File: src/rtl/vreg_lane_reader.sv
// Captures a W-bit register value on start and streams it out as W/LANE lanes over valid/ready.
// Lane order is LSB lane first; defining VREG_LANE_MSB_FIRST_EN streams the MSB lane first.
module vreg_lane_reader #(
  parameter int W    = 128,
  parameter int LANE = 32
) (
  input  logic            clk_i,
  input  logic            rst_ni,
  input  logic            start_i,
  input  logic [W-1:0]    src_data_i,
  output logic            busy_o,
  output logic [LANE-1:0] out_data_o,
  output logic            out_valid_o,
  input  logic            out_ready_i,
  output logic            out_last_o,
  output logic            done_o
);

  localparam int NL = W / LANE;
  localparam int IW = $clog2(NL);
  localparam logic [IW-1:0] IDX_LAST = IW'(NL - 1);

  localparam logic [1:0] S_IDLE = 2'd0;
  localparam logic [1:0] S_SEND = 2'd1;
  localparam logic [1:0] S_DONE = 2'd2;

  logic [1:0]    state_q, state_d;
  logic [W-1:0]  buf_q, buf_d;
  logic [IW-1:0] idx_q, idx_d;

  logic [NL-1:0][LANE-1:0] lanes;
  logic [LANE-1:0]         lane_sel;
  logic                    sending;

  always_comb begin
    state_d = state_q;
    buf_d   = buf_q;
    idx_d   = idx_q;
    case (state_q)
      S_IDLE: begin
        if (start_i) begin
          state_d = S_SEND;
          buf_d   = src_data_i;
          idx_d   = '0;
        end
      end
      S_SEND: begin
        if (out_ready_i) begin
          // Index is parked at zero on the final accept so it never passes NL-1.
          if (idx_q == IDX_LAST) begin
            state_d = S_DONE;
            idx_d   = '0;
          end else begin
            idx_d = idx_q + IW'(1);
          end
        end
      end
      S_DONE:  state_d = S_IDLE;
      default: state_d = S_IDLE;
    endcase
  end

  always_ff @(posedge clk_i or negedge rst_ni) begin
    if (!rst_ni) begin
      state_q <= S_IDLE;
      buf_q   <= '0;
      idx_q   <= '0;
    end else begin
      state_q <= state_d;
      buf_q   <= buf_d;
      idx_q   <= idx_d;
    end
  end

  assign lanes = buf_q;

  always_comb begin
`ifdef VREG_LANE_MSB_FIRST_EN
    lane_sel = lanes[IDX_LAST - idx_q];
`else
    lane_sel = lanes[idx_q];
`endif
  end

  // Outputs depend only on registered state, so an async reset clears them at once.
  assign sending     = (state_q == S_SEND);
  assign out_valid_o = sending;
  assign out_data_o  = sending ? lane_sel : '0;
  assign out_last_o  = sending && (idx_q == IDX_LAST);
  assign done_o      = (state_q == S_DONE);
  assign busy_o      = (state_q != S_IDLE);

endmodule
File: config.mk
export PLATFORM = sky130hd
export DESIGN_NAME = vreg_lane_reader
export DESIGN_NICKNAME = d
export VERILOG_FILES = /design/src/rtl/vreg_lane_reader.sv
export SDC_FILE = /design/constraint.sdc
export NUM_CORES = 1
export LEC_CHECK = 0
export CORE_ASPECT_RATIO = 1.75
export CORE_UTILIZATION = 49
export CTS_CLUSTER_SIZE = 8
export DETAILED_ROUTE_END_ITERATION = 8
export PLACE_DENSITY = 0.8
export SLEW_MARGIN = 20
export SYNTH_ARGS = -nofsm -noshare
export SYNTH_HDL_FRONTEND = slang
export SYNTH_SLANG_ARGS = --single-unit
File: constraint.sdc
create_clock -name clk_i -period 2.1 [get_ports clk_i]
set_input_delay 0.42 -clock clk_i [delete_from_list [all_inputs] [get_ports clk_i]]
set_output_delay 0.42 -clock clk_i [all_outputs]
set_load 0.1 [all_outputs]
==> impl_metrics.csv, run 1 <==
group,metric,value,unit
timing,setup_viol,32,
synthesis,ys_seq_area_share,50.6,%
clock_tree,clock-root-buffer,"clkbuf_16",
timing,rsz0062_at_grt,"yes",
min_path,hold_path.class,"flop to flop",
cells_and_area,stdcell_count,745,
synthesis,synth_cells,369,
placed_design,place_inst,705,
cells_and_area,nFillCells,821,
die,num_rows,55,
clock_tree,cts.sinks,132,
timing,clock-skew-final,0.00691,ns
synthesis,synthFlopType,"dfrtp_1",
cells_and_area,final_cell_mix,"130 x clkdlybuf4s50_1, 129 x dfrtp_1, 100 x mux2_4, 49 x buf_12, 33 x and2_4",
drt,vias,4039,
global_routing,antenna_found_initial,0,
critical_path,path_cells,"buf_4, clkbuf_16, mux4_2, and2_4, buf_12",
clock_tree,tritoncts,"done",
cells_and_area,drive_above_1_share,51.0,%
clock_tree,htreeDepth,4,
drt,wire_per_inst,22.6,um
flow_run,drv_cap,0,
timing,slew_headroom,64.1,%
drt,ant_nets,0,
placed_design,gp_congestion,0.768,
synthesis,synth_edf_count,0,
cells_and_area,layout_commonest_cell,"clkdlybuf4s50_1",
critical_path,reg2reg_from,"state_q[1]$_DFFE_PN0P_",
global_routing,grt_pass1_vias,4628,
cells_and_area,syn_to_final_growth,47.4,%
critical_path,cp_max_fo,8,
timing,worst_slack,-0.326,ns
critical_path,cp_data_arrival_time,2.01,ns
timing,fmax,412,MHz
synthesis,ys_ff_latch,132,
drt,routed_wl,16800,um
die,dieArea,13800,um^2
die,die_y,155,um
global_routing,track_usage,24.8,%
cells_and_area,nets,694,
synthesis,synth_warnings,0,
clock_tree,cts_buffers,17,
critical_path,path_class,"flop to output pin",
synthesis,async_flop_share,100,%
critical_path,cp-start-kind,"flop",
drt,drt_iter0_drc,150,
cells_and_area,n_antenna_cell,0,
timing,hold_viol_final,0,
critical_path,critPathMaxStageDelay,0.54,ns
status,violations,"negative setup slack",
min_path,hp-start,"buf_q[95]$_DFFE_PN0P_",
drt,drc,0,
placed_design,numPortBuffers,167,
critical_path,endpoint_kind,"output pin",
critical_path,startpoint,"idx_q[0]$_DFFE_PN0P_",
synthesis,synth_fp_nets,502,
global_routing,grt-ovfl-total,0,
critical_path,required,1.68,ns
drt,dr.pass1.iters,4,
timing,tightest_slew,0.538,ns
die,die_w,89.2,um
timing,fin_setup_tns,-8.31,ns
critical_path,cp_slowest_cell,"mux4_2",
synthesis,syn_area_per_cell,17.7,um^2
status,status,"complete, but fails checks",
clock_tree,clkTransAtPathRegs,0.06,ns
synthesis,ys_types,25,
global_routing,grt_max_degree,56,
clock_tree,cts.path.max_buffers,2,
timing,finalCritPeriodShare,116,%
drt,viasPerCell,5.42,
timing,min_period,2.43,ns
global_routing,grt_pass1_wl,24700,um
die,core,12900,um^2
placed_design,place_hpwl,10900,um
synthesis,netlist_area,6520,um^2
die,start_util,50.4,%
die,num_io_pins,168,
timing,finalMaxSlewViolations,0,
clock_tree,insertion_delay,0.42,ns
[cell type report]
cell class	count	area, um^2	area share (%)
Clock buffer	20	447	4.65
Timing Repair Buffer	198	2490	25.9
Multi-Input combinational cell	210	2970	30.9
Sequential cell	132	3310	34.4
Clock inverter	12	179	1.86
Tap cell	171	214	2.23
Inverter	2	7.51	0.0781
[through the flow]
stage	instance area (um^2)	setup slack [ns]	hold WS (ns)	util, %
floorplan	6570	-0.00760	0.124	-
global placement	8820	0.0939	0.421	68.2
detailed placement	8820	0.0591	0.435	68.2
CTS	9490	-0.298	0.491	73.4
global route	9610	-0.368	0.503	74.3
finish	9610	-0.326	0.486	74.3
[routing by layer]
layer | vias to the layer above | GRT usage [%] | part of all wire (%)
met3 | 47 | 5.71 | 4.6
met5 | - | 0 | 0
met4 | 0 | 11.2 | 4.5
li1 | 1732 | - | -
met2 | 163 | 44.2 | 57
met1 | 2097 | 27.2 | 34
[path summary, 6_finish.rpt]
kind | to | slack [ns] | depth (start not counted)
worst max-delay path | out_data_o[21] | -0.33 | 5
worst min register to register | buf_q[95]$_DFFE_PN0P_ | 0.49 | 1
worst min-delay path | buf_q[95]$_DFFE_PN0P_ | 0.49 | 1
worst max register to register | buf_q[109]$_DFFE_PN0P_ | 0.37 | 5
min in group asynchronous | buf_q[68]$_DFFE_PN0P_ | 0.54 | 2
max in group asynchronous | buf_q[45]$_DFFE_PN0P_ | 0.86 | 3
[flip-flops by register name, summed over array words and instances, names as in the netlist]
register  flops
idx_q         2
state_q       2
buf_q       128
[cells in the mapped netlist (3+ instances only)]
cell	number	area, um^2
nor2b_1	3	18.8
clkbuf_1	4	15.0
mux4_1	4	105
mux2_2	23	259
buf_2	3	15.0
dfrtp_1	132	3300
mux2_4	100	1500
buf_12	11	220
mux2_1	5	56.3
mux4_2	28	631
nand2_1	3	11.3
buf_6	6	67.6
and2_1	33	206
[repair_timing]
item / 4_1_cts / 5_1_grt
pin swaps: 1 / 1
cloned: 0 / 3
setup endpoints to repair: 33 / 33
endpoints found under the hold margin: 26 / 0
setup buffers: 0 / 4
hold buffers: 1 / 0
gates resized for setup: 37 / 4
[worst max-delay path, delay by kind of cell (launching register included)]
family / cells / cell delay [ns]
buf+inv: 3 / 0.47
flops: 1 / 0.38
mux: 1 / 0.54
simple gates: 1 / 0.19
[cells by family after synthesis]
family	Yosys count	share of synthesized area [%]
DFF	132	50.6
and+or+nand+nor	44	4.41
muxes	160	39.1
buffers and inverters	27	5.10
AOI/OAI and AO/OA	5	0.518
adders and majority gates	1	0.192
Power of run 1 is not shown: default switching activity piles up to over one toggle a cycle in this logic, so the estimate is an artifact.
==> inputs of run 2 (changes only) <==
Settings changed: ABC_AREA from default to 1, PLACE_DENSITY 0.8 to 0.81.
==> impl_metrics.csv, run 2 <==
group,metric,value,unit
timing,finalCritPeriodShare,101,%
cells_and_area,syn_to_final_growth,49.4,%
clock_tree,insertion_delay,0.41,ns
critical_path,endpoint_kind,"output pin",
status,status,"complete, but fails checks",
timing,slew_headroom,77.9,%
placed_design,place_hpwl,11700,um
cells_and_area,multi_input_area,2460,um^2
synthesis,syn_area_per_cell,7.72,um^2
synthesis,netlist_area,6350,um^2
timing,tightest_slew,0.331,ns
clock_tree,cts_buffers,17,
synthesis,synthFlopType,"dfrtp_1",
global_routing,antenna_found_initial,0,
cells_and_area,top_regs,"buf_q (128), idx_q (2), state_q (2)",
die,num_io_pins,168,
flow_run,drv_cap,0,
timing,worst_slack,-0.0312,ns
die,die_w,88.0,um
timing,finalMaxSlewViolations,0,
timing,setup_viol,5,
drt,viasPerCell,5.04,
clock_tree,tritoncts,"done",
synthesis,ys_ff_latch,132,
global_routing,grt-ovfl-total,0,
clock_tree,cts.sinks,132,
drt,routed_wl,17400,um
die,num_rows,54,
cells_and_area,seq_area,3310,um^2
cells_and_area,drive_above_1_share,15.7,%
global_routing,grt_pass1_vias,6099,
cells_and_area,layout_commonest_cell,"inv_1",
synthesis,ys_seq_area_share,52.0,%
synthesis,synth_area_leaders,"dfrtp_1 52%, a21oi_1 11%, inv_1 8.1%",
cells_and_area,n_antenna_cell,0,
synthesis,yosysTopAreaCell,"dfrtp_1",
synthesis,synth_cells,822,
drt,wire_per_inst,15.0,um
critical_path,cp_max_fo,34,
drt,drt_iter0_drc,376,
critical_path,path_class,"flop to output pin",
timing,clock-skew-final,0.00562,ns
drt,vias,5827,
clock_tree,cts.path.max_buffers,2,
global_routing,grt_max_degree,60,
timing,rsz0062_at_grt,"yes",
die,dieArea,13400,um^2
synthesis,synth_warnings,0,
die,die_y,153,um
timing,min_period,2.13,ns
cells_and_area,postLayoutCoreUtil,75.4,%
clock_tree,clock-root-buffer,"clkbuf_16",
cells_and_area,design_area,9480,um^2
cells_and_area,top_register,"buf_q",
synthesis,synth_top_area_share,52.0,%
timing,fmax,469,MHz
die,start_util,50.5,%
cells_and_area,final_cell_mix,"135 x inv_1, 134 x nand2_1, 131 x nor2_1, 130 x dfrtp_1, 130 x clkdlybuf4s50_1",
synthesis,ys_types,17,
timing,hold_viol_final,0,
synthesis,synth_top_cells_by_count,"141 x a21oi_1, 137 x inv_1, 137 x nand2_1",
timing,fin_setup_tns,-0.0764,ns
status,violations,"negative setup slack",
critical_path,cp-start-kind,"flop",
critical_path,required,1.68,ns
critical_path,cp_data_arrival_time,1.71,ns
synthesis,synth_fp_nets,955,
synthesis,synth_most_common_cell,"a21oi_1",
drt,ant_nets,0,
drt,dr.pass1.iters,5,
placed_design,dpl-instance-area,8680,um^2
cells_and_area,nets,1108,
synthesis,async_flop_share,100,%
global_routing,track_usage,27.4,%
placed_design,numPortBuffers,167,
clock_tree,clkTransAtPathRegs,0.06,ns
synthesis,synth_edf_count,0,
global_routing,grt_pass1_wl,28000,um
clock_tree,htreeDepth,4,
drt,drc,0,
die,core,12600,um^2
min_path,hold_path.class,"input pin to async pin",
cells_and_area,largest_reg_flops,128,
cells_and_area,nFillCells,917,
placed_design,gp_congestion,0.819,
## run 2: cell types whose count changed after synthesis, moves of 20 or more
cell,change
a21oi_1,+141
inv_1,+135
nand2_1,+134
nor2_1,+132
mux2_4,-100
nand3_1,+65
and2_1,-33
buf_2,+31
mux4_2,-28
mux2_2,-23
a21oi_2,+20
## run 2: area by class of cell
type / instances / share of cell area, %
clock buffer: 17 / 4.49
tap: 168 / 2.22
sequential: 132 / 34.9
clock inverter: 15 / 2.43
multi-input combinational: 501 / 26.0
timing repair buffer: 186 / 24.6
inverter: 137 / 5.45
## run 2: metal layers
metal,global-route usage (%),wire length [um],up-vias
li1,-,-,2839
met2,47.1,9310,193
met5,0,0,-
met3,5.69,720,50
met1,30.6,6540,2745
met4,15.5,781,0
## run 2: cell families (layout without fill, tap and decap cells)
| kind of cell | count (synthesis) | after routing | synth area share, % |
|---|---|---|---|
| buffers and inverters | 189 | 355 | 12.4 |
| adders and majority gates | 1 | 1 | 0.197 |
| AOI/OAI and AO/OA | 162 | 162 | 14.0 |
| and+or+nand+nor | 338 | 338 | 21.4 |
| DFF | 132 | 132 | 52.0 |
## run 2: path summary, 6_finish.rpt
path | from | to | slack (ns) | cells past startpoint
setup / recovery | state_q[1]$_DFFE_PN0P_ | out_data_o[14] | -0.03 | 5
hold / removal | rst_ni | buf_q[95]$_DFFE_PN0P_ | 0.44 | 2
setup reg to reg | state_q[0]$_DFFE_PN0P_ | buf_q[122]$_DFFE_PN0P_ | 0.59 | 5
hold reg to reg | buf_q[91]$_DFFE_PN0P_ | buf_q[91]$_DFFE_PN0P_ | 0.51 | 2
max in group asynchronous | rst_ni | buf_q[110]$_DFFE_PN0P_ | 1.07 | 3
min in group clk_i | buf_q[91]$_DFFE_PN0P_ | buf_q[91]$_DFFE_PN0P_ | 0.51 | 2
## run 2: through the flow
stage               hold slack [ns]  setup WS [ns]  std cells
global route                  0.459         -0.102       1156
global placement              0.301          0.361       1123
detailed placement            0.304          0.324       1123
floorplan                     0.124         -0.144        822
finish                        0.440        -0.0312       1156
CTS                           0.445        -0.0160       1156
## run 2: worst max-delay path: stages, from the launching register on
cell and delay [ns]:
dfrtp_1 0.43, inv_1 0.14, nand2_2 0.08, buf_12 0.21, a21oi_2 0.22, buf_12 0.21
## run 2: timing repair
item / CTS / global route
endpoints found under the setup margin: 33 / 32
buffers inserted: 0 / 0
endpoints found under the hold margin: 25 / 0
pin swaps: 4 / 8
gates resized for setup: 18 / 13
hold buffers: 1 / 0
Power of run 2 is left out for the same reason.
